[src/rtl/cnn_pkg.sv]
// Shared types and window slot indices for the 2x2 pooling path.
// The window generator produces windows; the max_pool unit consumes them.
package cnn_pkg;

  localparam int PIX_W = 32;

  typedef logic signed [PIX_W-1:0] pixel_t;
  typedef pixel_t pool_win_t [0:3];

  localparam int WIN_TL = 0;
  localparam int WIN_TR = 1;
  localparam int WIN_BL = 2;
  localparam int WIN_BR = 3;

  // Reference reduction done by the downstream combinational max_pool unit.
  function automatic pixel_t pool_max(input pool_win_t w);
    pixel_t m;
    m = w[WIN_TL];
    for (int i = 1; i < 4; i++) begin
      if (w[i] > m) m = w[i];
    end
    return m;
  endfunction

endpackage

[src/rtl/cnn_line_buffer.sv]
// One image row of pixels: a single write port and two combinational read
// ports returning the pixels at columns col-1 and col.
module cnn_line_buffer
  import cnn_pkg::*;
#(
  parameter int DATA_WIDTH = PIX_W,
  parameter int IMG_W      = 8,
  parameter int COL_W      = 3
) (
  input  logic                         clk_i,
  input  logic                         we_i,
  input  logic [COL_W-1:0]             waddr_i,
  input  logic signed [DATA_WIDTH-1:0] wdata_i,
  input  logic [COL_W-1:0]             rcol_i,
  output logic signed [DATA_WIDTH-1:0] rd_prev_o,
  output logic signed [DATA_WIDTH-1:0] rd_cur_o
);

  logic signed [DATA_WIDTH-1:0] r_mem [IMG_W];
  logic [COL_W-1:0]             w_prev_col;

  // Row storage carries no reset: contents are always rewritten before use.
  always_ff @(posedge clk_i) begin
    if (we_i) r_mem[waddr_i] <= wdata_i;
  end

  assign w_prev_col = rcol_i - COL_W'(1);
  assign rd_prev_o  = r_mem[w_prev_col];
  assign rd_cur_o   = r_mem[rcol_i];

endmodule

[src/rtl/cnn_pool_window_gen.sv]
// Turns a raster pixel stream into non-overlapping 2x2 windows (stride 2)
// with a registered, valid/ready output feeding the max_pool unit.
module cnn_pool_window_gen
  import cnn_pkg::*;
#(
  parameter int DATA_WIDTH = PIX_W,
  parameter int IMG_W      = 8,
  parameter int IMG_H      = 8
) (
  input  logic                         clk_i,
  input  logic                         rst_i,
  input  logic signed [DATA_WIDTH-1:0] in_data_i,
  input  logic                         in_valid_i,
  output logic                         in_ready_o,
  output logic signed [DATA_WIDTH-1:0] out_window_o [0:3],
  output logic                         out_valid_o,
  input  logic                         out_ready_i,
  output logic                         frame_done_o
);

  localparam int COL_W = (IMG_W > 1) ? $clog2(IMG_W) : 1;
  localparam int ROW_W = (IMG_H > 1) ? $clog2(IMG_H) : 1;
  localparam logic [COL_W-1:0] COL_MAX = COL_W'(IMG_W - 1);
  localparam logic [ROW_W-1:0] ROW_MAX = ROW_W'(IMG_H - 1);

  logic [COL_W-1:0]             r_col;
  logic [ROW_W-1:0]             r_row;
  logic signed [DATA_WIDTH-1:0] r_bl;
  logic signed [DATA_WIDTH-1:0] r_win [0:3];
  logic                         r_out_valid;
  logic                         r_last;
  logic                         r_frame_done;

  logic                         w_beat;
  logic                         w_lb_we;
  logic                         w_bl_we;
  logic                         w_complete;
  logic                         w_end_of_frame;
  logic signed [DATA_WIDTH-1:0] w_tl;
  logic signed [DATA_WIDTH-1:0] w_tr;

  assign in_ready_o     = !r_out_valid | out_ready_i;
  assign w_beat         = in_valid_i & in_ready_o;
  assign w_lb_we        = w_beat & ~r_row[0];
  assign w_bl_we        = w_beat &  r_row[0] & ~r_col[0];
  assign w_complete     = w_beat &  r_row[0] &  r_col[0];
  assign w_end_of_frame = (r_col == COL_MAX) && (r_row == ROW_MAX);

  cnn_line_buffer #(
    .DATA_WIDTH (DATA_WIDTH),
    .IMG_W      (IMG_W),
    .COL_W      (COL_W)
  ) u_line_buf (
    .clk_i     (clk_i),
    .we_i      (w_lb_we),
    .waddr_i   (r_col),
    .wdata_i   (in_data_i),
    .rcol_i    (r_col),
    .rd_prev_o (w_tl),
    .rd_cur_o  (w_tr)
  );

  always_ff @(posedge clk_i or posedge rst_i) begin
    if (rst_i) begin
      r_col <= '0;
      r_row <= '0;
    end else if (w_beat) begin
      if (r_col == COL_MAX) begin
        r_col <= '0;
        r_row <= (r_row == ROW_MAX) ? '0 : r_row + ROW_W'(1);
      end else begin
        r_col <= r_col + COL_W'(1);
      end
    end
  end

  // Bottom-left pixel waits here until its right-hand neighbour completes the block.
  always_ff @(posedge clk_i) begin
    if (w_bl_we) r_bl <= in_data_i;
  end

  // A completing beat can only be accepted when the output slot is free or
  // draining this cycle, so loading takes priority over clearing valid.
  always_ff @(posedge clk_i or posedge rst_i) begin
    if (rst_i) begin
      r_out_valid  <= 1'b0;
      r_last       <= 1'b0;
      r_frame_done <= 1'b0;
      for (int i = 0; i < 4; i++) r_win[i] <= '0;
    end else begin
      r_frame_done <= r_out_valid & out_ready_i & r_last;
      if (w_complete) begin
        r_out_valid    <= 1'b1;
        r_last         <= w_end_of_frame;
        r_win[WIN_TL]  <= w_tl;
        r_win[WIN_TR]  <= w_tr;
        r_win[WIN_BL]  <= r_bl;
        r_win[WIN_BR]  <= in_data_i;
      end else if (out_ready_i) begin
        r_out_valid <= 1'b0;
      end
    end
  end

  assign out_window_o = r_win;
  assign out_valid_o  = r_out_valid;
  assign frame_done_o = r_frame_done;

endmodule

[config.mk]
export PLATFORM = sky130hd
export DESIGN_NAME = cnn_pool_window_gen
export DESIGN_NICKNAME = d
export VERILOG_FILES = /design/src/rtl/cnn_pkg.sv /design/src/rtl/cnn_line_buffer.sv /design/src/rtl/cnn_pool_window_gen.sv
export SDC_FILE = /design/constraint.sdc
export NUM_CORES = 1
export LEC_CHECK = 0
export CORE_ASPECT_RATIO = 0.6
export CORE_MARGIN = 2
export CORE_UTILIZATION = 35
export CTS_CLUSTER_DIAMETER = 200
export DETAILED_ROUTE_END_ITERATION = 16
export PLACE_DENSITY_LB_ADDON = 0.15
export SYNTH_ARGS = -nofsm -noshare
export SYNTH_HDL_FRONTEND = slang
export SYNTH_SLANG_ARGS = --single-unit
[constraint.sdc]
create_clock -name clk_i -period 5.6 [get_ports clk_i]
set_input_delay 1.12 -clock clk_i [delete_from_list [all_inputs] [get_ports clk_i]]
set_output_delay 1.12 -clock clk_i [all_outputs]
set_load 0.1 [all_outputs]
Yosys cells after proc, flatten, opt, wreduce, memory -nomap -nowiden
Memories as Yosys holds them, arrays and structs flattened. A register that Yosys moved wholly into a read port is not among the register bits.
Index checks and enable logic that the tools add are counted.
{"block": "op_classes", "div_mod_pow": 0, "magnitude_cmp": 0, "add_sub_neg": 3, "n_eq_ne": 2, "bitwise_logic": 10, "multipliers": 0, "n_shift": 0, "n_reduce_logical": 4, "muxes": 6}
{"operator": "AND 1 bit", "n": 7}
{"operator": "adder 3 x 1 -> 3 bit (second input constant)", "n": 2}
{"operator": "== test 3 bit (second input constant)", "n": 2}
{"operator": "2-to-1 mux 3 bit", "n": 2}
{"operator": "2-to-1 mux 1 bit", "n": 4}
{"operator": "subtractor 3 x 1 -> 3 bit (second input constant)", "n": 1}
{"operator": "NOT 1 bit", "n": 2}
{"operator": "AND reduction 2 bit", "n": 1}
{"operator": "nonzero test 2 bit", "n": 1}
{"operator": "logical AND 1 bit", "n": 1}
{"operator": "zero test 1 bit", "n": 1}
{"operator": "OR 1 bit", "n": 1}
{"block": "totals", "n_memories": 1, "ramBits": 256, "rom_bits": 0, "latchBits": 0, "inputBits": 36, "ff_bits": 105, "output_inout_bits": 131, "wordCells": 34}
{"memory": "u_line_buf.r_mem", "words": 8, "width": 32, "rd": 2, "rd_ports_with_merged_regs": 2, "wr": 1, "line_no": "cnn_line_buffer.sv:19", "source": "logic signed [DATA_WIDTH-1:0] r_mem [IMG_W];"}

Longest topological paths before layout
Gate-level depths: netlist of the first run.
{"block": "depth", "depth_word": 6, "mapped_depth": 10, "mapped_depth_nobuf": 6}

Modules after synthesis
Synthesis of the first run repeated with hierarchy kept, for this count alone.
{"block": "unflattened", "cells_unflattened": 1052, "hier_area_um2": 18656.6}
{"mod": "cnn_line_buffer", "seq_area_each_um2": 7687.4, "n_inst": 1, "cells_per_inst": 716, "area_each_um2": 12100.4}
{"mod": "cnn_pool_window_gen", "seq_area_each_um2": 4389.2, "n_inst": 1, "cells_per_inst": 336, "area_each_um2": 6556.3}

Worst setup path after synthesis of the first run
OpenSTA, ideal clock, no wires.
{"block": "synth_timing", "path_type": "input to register", "from": "input port out_ready_i", "to": "memory u_line_buf.r_mem[2][0] in the netlist's numbering, enable pin", "slack_ns": 0.023, "arrival_ns": 5.075, "n_path_buf": 2, "setup_ns": 0.502, "stages": 5, "required_time_ns": 5.098, "path_cell_list": "nand2b_1 -> buf_4 -> nand2_1 -> buf_1 -> nor4_1"}
{"block": "synth_between", "elab_chain_len": 5}
{"element": "start, declared", "line_no": "cnn_pool_window_gen.sv:17", "source": "input logic out_ready_i,"}
{"element": "OR 1 bit", "line_no": "cnn_pool_window_gen.sv:42", "source": "assign in_ready_o = !r_out_valid | out_ready_i;"}
{"element": "via in_ready_o", "line_no": "cnn_pool_window_gen.sv:14", "source": "output logic in_ready_o,"}
{"element": "AND 1 bit", "line_no": "cnn_pool_window_gen.sv:43", "source": "assign w_beat = in_valid_i & in_ready_o;"}
{"element": "AND 1 bit", "line_no": "cnn_pool_window_gen.sv:44", "source": "assign w_lb_we = w_beat & ~r_row[0];"}
{"element": "2-to-1 mux 1 bit", "line_no": "cnn_line_buffer.sv:24", "source": "if (we_i) r_mem[waddr_i] <= wdata_i;"}
{"element": "2-to-1 mux 1 bit (not written as such)", "line_no": "cnn_line_buffer.sv:24"}
{"element": "end, declared", "line_no": "cnn_line_buffer.sv:19"}
The timed path passes the listed nets, and every way through them passes these cells.

Worst setup path in the final report of the first run
{"block": "layout_timing", "from": "input port out_ready_i", "to": "output port in_ready_o"}
{"block": "layout_between", "elab_chain_len": 1}
{"element": "OR 1 bit", "line_no": "cnn_pool_window_gen.sv:42"}
{"element": "end, declared", "line_no": "cnn_pool_window_gen.sv:14"}
Every way passes these cells.

==> impl_metrics.yaml, run 1 <==
outcome:
  outcome: "finished, final reports clean"
timing:
  worstMarginPinSlew_ns: 1.22
  fmax_ghz: 0.236
  setup_viol: 0
  drv_slew: 0
  skew_ns: 0.0154
  tns_ns: 0
  period_needed_ns: 4.23
  grt_setup_unrepaired: "false"
  fin_crit_sh: 0.756
  hold_violations: 0
  relSlewSlack: 0.186
placed_design:
  port_buffers: 166
  dp_hpwl_um: 26500
  gp_congestion: 0.751
floorplan:
  die_w_um: 293
  die_y_um: 178
  io_pins: 167
  core_mm2: 0.0495
  start_util: 0.355
  design.die.area_mm2: 0.0521
  num_rows: 63
critical_path:
  critical_path_class: "in2out"
  cp-end-kind: "primary output"
  cp_max_fo: 6
  startpoint_type: "primary input"
  required_ns: 4.48
  cp.arrival_ns: 3.11
route:
  vias: 10200
  drt-total-wl_um: 46100
  ant_nets: 0
  drt-pass1-iter-count: 7
  wire_per_inst_um: 23.5
  drcViolationCount: 0
  vias_per_cell: 5.22
  drtIter0Drc: 792
global_routing:
  grt_usage: 0.177
  grt_busiest_layer: "met1"
  first_global_vias: 10300
  grt_max_degree: 174
  met1_usage: 0.269
  antenna_found_initial: 1
  grt_overflow: 0
  met2_usage: 0.264
  grtUsageMet3: 0.0286
  grt_pass1_wl_um: 68500
clock_network:
  clkSinkCount: 425
  numCtsBuffers: 43
  cts_max_level: 2
  cts_root_buffer: "clkbuf_16"
  insertion_delay_ns: 0.56
  cts_resized: 0
  cts_tree: "done"
  post-cts-setup-buffers: 0
  cts-hold-fix-buffers: 0
  clockBufferDepth: 3
  cts.clk_slew.worst_paths_ns: 0.06
logic_synthesis:
  synthFlopType: "edfxtp_1"
  syn-instance-count: 1115
  seq_area_frac_synth: 0.686
  synth_cell_type_count: 51
  ys_ff_latch: 425
  synth_warnings: 0
  synth.net_count: 1156
  synth_edf_count: 288
  netlist_area_mm2: 0.0176
  avgSynthCellArea_um2: 15.8
  synthArstFlopShare: 0.322
run:
  drv_cap: 0
layout:
  drive_gt1_frac: 0.223
  seq_area_mm2: 0.0121
  multi_input_area_mm2: 0.00506
  diodes: 0
  area_delta_synth_final_pct: 21.5
  fillers: 4466
  nets: 1316
worst_hold_path:
  min_path_type: "reg2reg"
-- cells in the final DEF (no fill, tap or decap), drive strengths merged, types with 3 or more instances in the layout --
master	Yosys	layout
clkinv	0	7
a2bb2oi	11	11
nor4	4	4
o22ai	87	87
nand3	4	4
nand2b	12	12
buf	67	28
nand3b	5	5
a221oi	6	6
nor2b	3	3
ha	5	5
edfxtp	288	288
inv	6	8
clkbuf	12	60
a31oi	10	10
a22o	16	16
dfrtp	137	137
and3	4	4
clkdlybuf4s50	0	166
o31ai	32	32
bufinv	0	5
nor2	5	5
nor3	5	5
o21ai	28	28
mux2i	41	41
o2bb2ai	5	5
a21oi	21	21
nand2	77	77
mux2	201	201
clkinvlp	0	5
-- logic make-up (layout without fill, tap and decap cells) --
family                     after synthesis  after routing  share of synthesized area
adders and majority gates                5              5                    0.00356
and+or+nand+nor                        125            125                     0.0344
xor gates and xnor gates                 2              2                   0.000996
DFF                                    425            425                      0.686
buffers and inverters                   85            279                     0.0302
muxes                                  243            243                      0.153
AOI/OAI and AO/OA                      230            230                     0.0911
-- per-stage QoR --
step	instance area (µm²)	util	setup WS [ns]	std cells	hold WS [ns]
floorplan	17600	-	0.0232	1115	0.443
global placement	19900	0.402	1.37	1880	0.457
detailed placement	19900	0.402	1.37	1880	0.465
CTS	21400	0.432	1.37	1959	0.474
global route	21400	0.432	1.30	1959	0.484
finish	21400	0.432	1.37	1959	0.470
-- per-layer routing --
| metal | wire (µm) | part of all wire |
|---|---|---|
| met1 | 22900 | 0.50 |
| met2 | 20200 | 0.44 |
| met4 | 830 | 0.018 |
| met3 | 2110 | 0.046 |
| met5 | 0 | 0 |
-- Yosys cell counts (4+ instances only) --
| library cell | number | share of area |
|---|---|---|
| o2bb2ai_1 | 5 | 0.0025 |
| and3_1 | 4 | 0.0014 |
| nor4_1 | 4 | 0.0014 |
| o21ai_0 | 12 | 0.0034 |
| a22o_1 | 16 | 0.0080 |
| nand3b_1 | 5 | 0.0021 |
| inv_1 | 5 | 0.0011 |
| nand3_1 | 4 | 0.0011 |
| mux2i_1 | 41 | 0.023 |
| mux2_1 | 39 | 0.025 |
| dfrtp_1 | 137 | 0.19 |
| nand2b_1 | 12 | 0.0043 |
| o21ai_1 | 16 | 0.0046 |
| clkbuf_1 | 12 | 0.0026 |
| a21oi_1 | 21 | 0.0060 |
| buf_6 | 15 | 0.0096 |
| a221oi_1 | 6 | 0.0030 |
| a31oi_1 | 10 | 0.0036 |
| a2bb2oi_1 | 11 | 0.0055 |
| nor2_1 | 4 | 0.00085 |
| o31ai_1 | 21 | 0.0090 |
| buf_2 | 32 | 0.0091 |
| ha_1 | 5 | 0.0036 |
| buf_4 | 13 | 0.0055 |
| nand2_1 | 77 | 0.016 |
| o22ai_1 | 87 | 0.031 |
| mux2_2 | 162 | 0.10 |
| edfxtp_1 | 288 | 0.49 |
| buf_1 | 6 | 0.0013 |
| o31ai_2 | 11 | 0.0078 |
| nor3_1 | 4 | 0.0011 |
-- path summary, 6_finish.rpt --
path                                  start           endpoint  slack [ns]  cells after the start
worst min-delay path               r_bl[14]   out_window_o[46]        0.47                      1
min in group asynchronous             rst_i   out_window_o[36]        1.09                      2
worst max-delay path            out_ready_i         in_ready_o        1.37                      3
worst max register to register     r_col[0]  out_window_o[116]        2.04                      6
worst min register to register     r_bl[14]   out_window_o[46]        0.47                      1
max in group asynchronous             rst_i           r_col[0]        3.60                      3
-- area by class of cell --
cell class / count / share of cell area
Timing Repair Buffer: 194 / 0.0905
Inverter: 6 / 0.00129
Tap cell: 650 / 0.0380
Clock buffer: 60 / 0.0567
Multi-Input combinational cell: 605 / 0.237
Sequential cell: 425 / 0.565
Clock inverter: 19 / 0.0116
-- flip-flops by register name, indices dropped and copies added, names as in the netlist --
signal,count
r_row,3
r_col,3
out_valid_o,1
u_line_buf.r_mem,256
r_bl,32
frame_done_o,1
out_window_o,128
r_last,1
-- critical path, stage by stage --
cell             delay, ns
clkdlybuf4s50_1       0.46
nand2b_1              0.32
clkdlybuf4s50_1       1.21
Power of run 1 is not shown: default switching activity piles up to over one toggle a cycle in this logic, so the estimate is an artifact.
==> run 2: changes to the inputs <==
Clock period 5.6 ns to 4.3 ns, I/O delays scaled along.
==> impl_metrics.yaml, run 2 (synthesis results as in run 1) <==
critical_path:
  crit_buf_inv: 1
  critical_path_class: "reg2out"
  slowest_stage: "clkdlybuf4s50_1"
  cp.arrival_ns: 2.17
  cp_slowest_stage_delay_ns: 1.17
  cp_max_fo: 2
  cp-end-kind: "primary output"
  cp_cell_sequence: "clkdlybuf4s50_1"
  cp_top_family: "buffers and inverters"
  required_ns: 3.44
  startpoint_type: "flip-flop"
worst_hold_path:
  min_path_type: "reg2reg"
route:
  wire_per_inst_um: 23.5
  ant_nets: 0
  drcViolationCount: 0
  vias_per_cell: 5.25
  vias: 10300
  drt-total-wl_um: 46200
  drtIter0Drc: 771
  drt-pass1-iter-count: 5
clock_network:
  numCtsBuffers: 43
  clkSinkCount: 425
  cts-hold-fix-buffers: 0
  cts_max_level: 2
  cts_resized: 0
  cts_tree: "done"
  insertion_delay_ns: 0.55
  post-cts-setup-buffers: 0
  cts.clk_slew.worst_paths_ns: 0.06
  clockBufferDepth: 3
  cts_root_buffer: "clkbuf_16"
layout:
  area_delta_synth_final_pct: 21.1
  drive_gt1_frac: 0.221
  largest_reg_flops: 256
  final_cell_mix: "edfxtp_1, clkdlybuf4s50_1, mux2_2"
  diodes: 0
  layout_commonest_cell: "edfxtp_1"
  nets: 1320
  regMostFlops: "u_line_buf.r_mem"
timing:
  hold_violations: 0
  fin_crit_sh: 0.704
  fmax_ghz: 0.330
  relSlewSlack: 0.205
  grt_setup_unrepaired: "false"
  hold_slack_ns: 0.476
  period_needed_ns: 3.03
  drv_slew: 0
  tns_ns: 0
  skew_ns: 0.0112
  setup_viol: 0
  worstMarginPinSlew_ns: 1.19
outcome:
  outcome: "finished, final reports clean"
floorplan:
  die_w_um: 293
  io_pins: 167
  design.die.area_mm2: 0.0521
  start_util: 0.355
  num_rows: 63
  die_y_um: 178
  core_mm2: 0.0495
global_routing:
  grt_usage: 0.177
  antenna_found_initial: 0
  grt_overflow: 0
  first_global_vias: 10300
  grt_max_degree: 163
  grt_pass1_wl_um: 68600
placed_design:
  dp_hpwl_um: 26900
  gp_congestion: 0.759
  port_buffers: 166
run:
  drv_cap: 0
[run 2: path summary, 6_finish.rpt]
kind	start	endpoint	slack, ns	depth (start not counted)
hold reg to reg	r_bl[18]	out_window_o[50]	0.48	1
setup / recovery	out_window_o[108]	out_window_o[108]	1.27	1
setup reg to reg	r_col[1]	out_window_o[116]	1.39	6
min in group asynchronous	rst_i	out_window_o[82]	0.64	2
hold / removal	r_bl[18]	out_window_o[50]	0.48	1
max in group asynchronous	rst_i	r_col[0]	2.82	3
[run 2: area by class of cell]
class / count / area, µm²
clock inverter: 13 / 134
clock buffer: 67 / 1240
multi-input combinational: 605 / 5070
timing repair buffer: 198 / 1950
inverter: 6 / 26.3
sequential: 425 / 12100
tap: 650 / 813
fill: 4464 / 28200
[run 2: through the flow]
step	setup slack [ns]	utilization	std cells	area [µm²]
5_1_grt	1.23	0.430	1964	21300
3_5_place_dp	0.949	0.403	1884	19900
2_1_floorplan	-1.02	-	1115	17600
3_3_place_gp	0.990	0.403	1884	19900
6_report	1.27	0.430	1964	21300
4_1_cts	1.23	0.430	1964	21300
[run 2: layer usage]
layer,GRT usage,share of wire
met1,0.269,0.49
met2,0.265,0.44
met3,0.0313,0.054
met4,0.0330,0.014
met5,0,0
Power of run 2 is left out for the same reason.
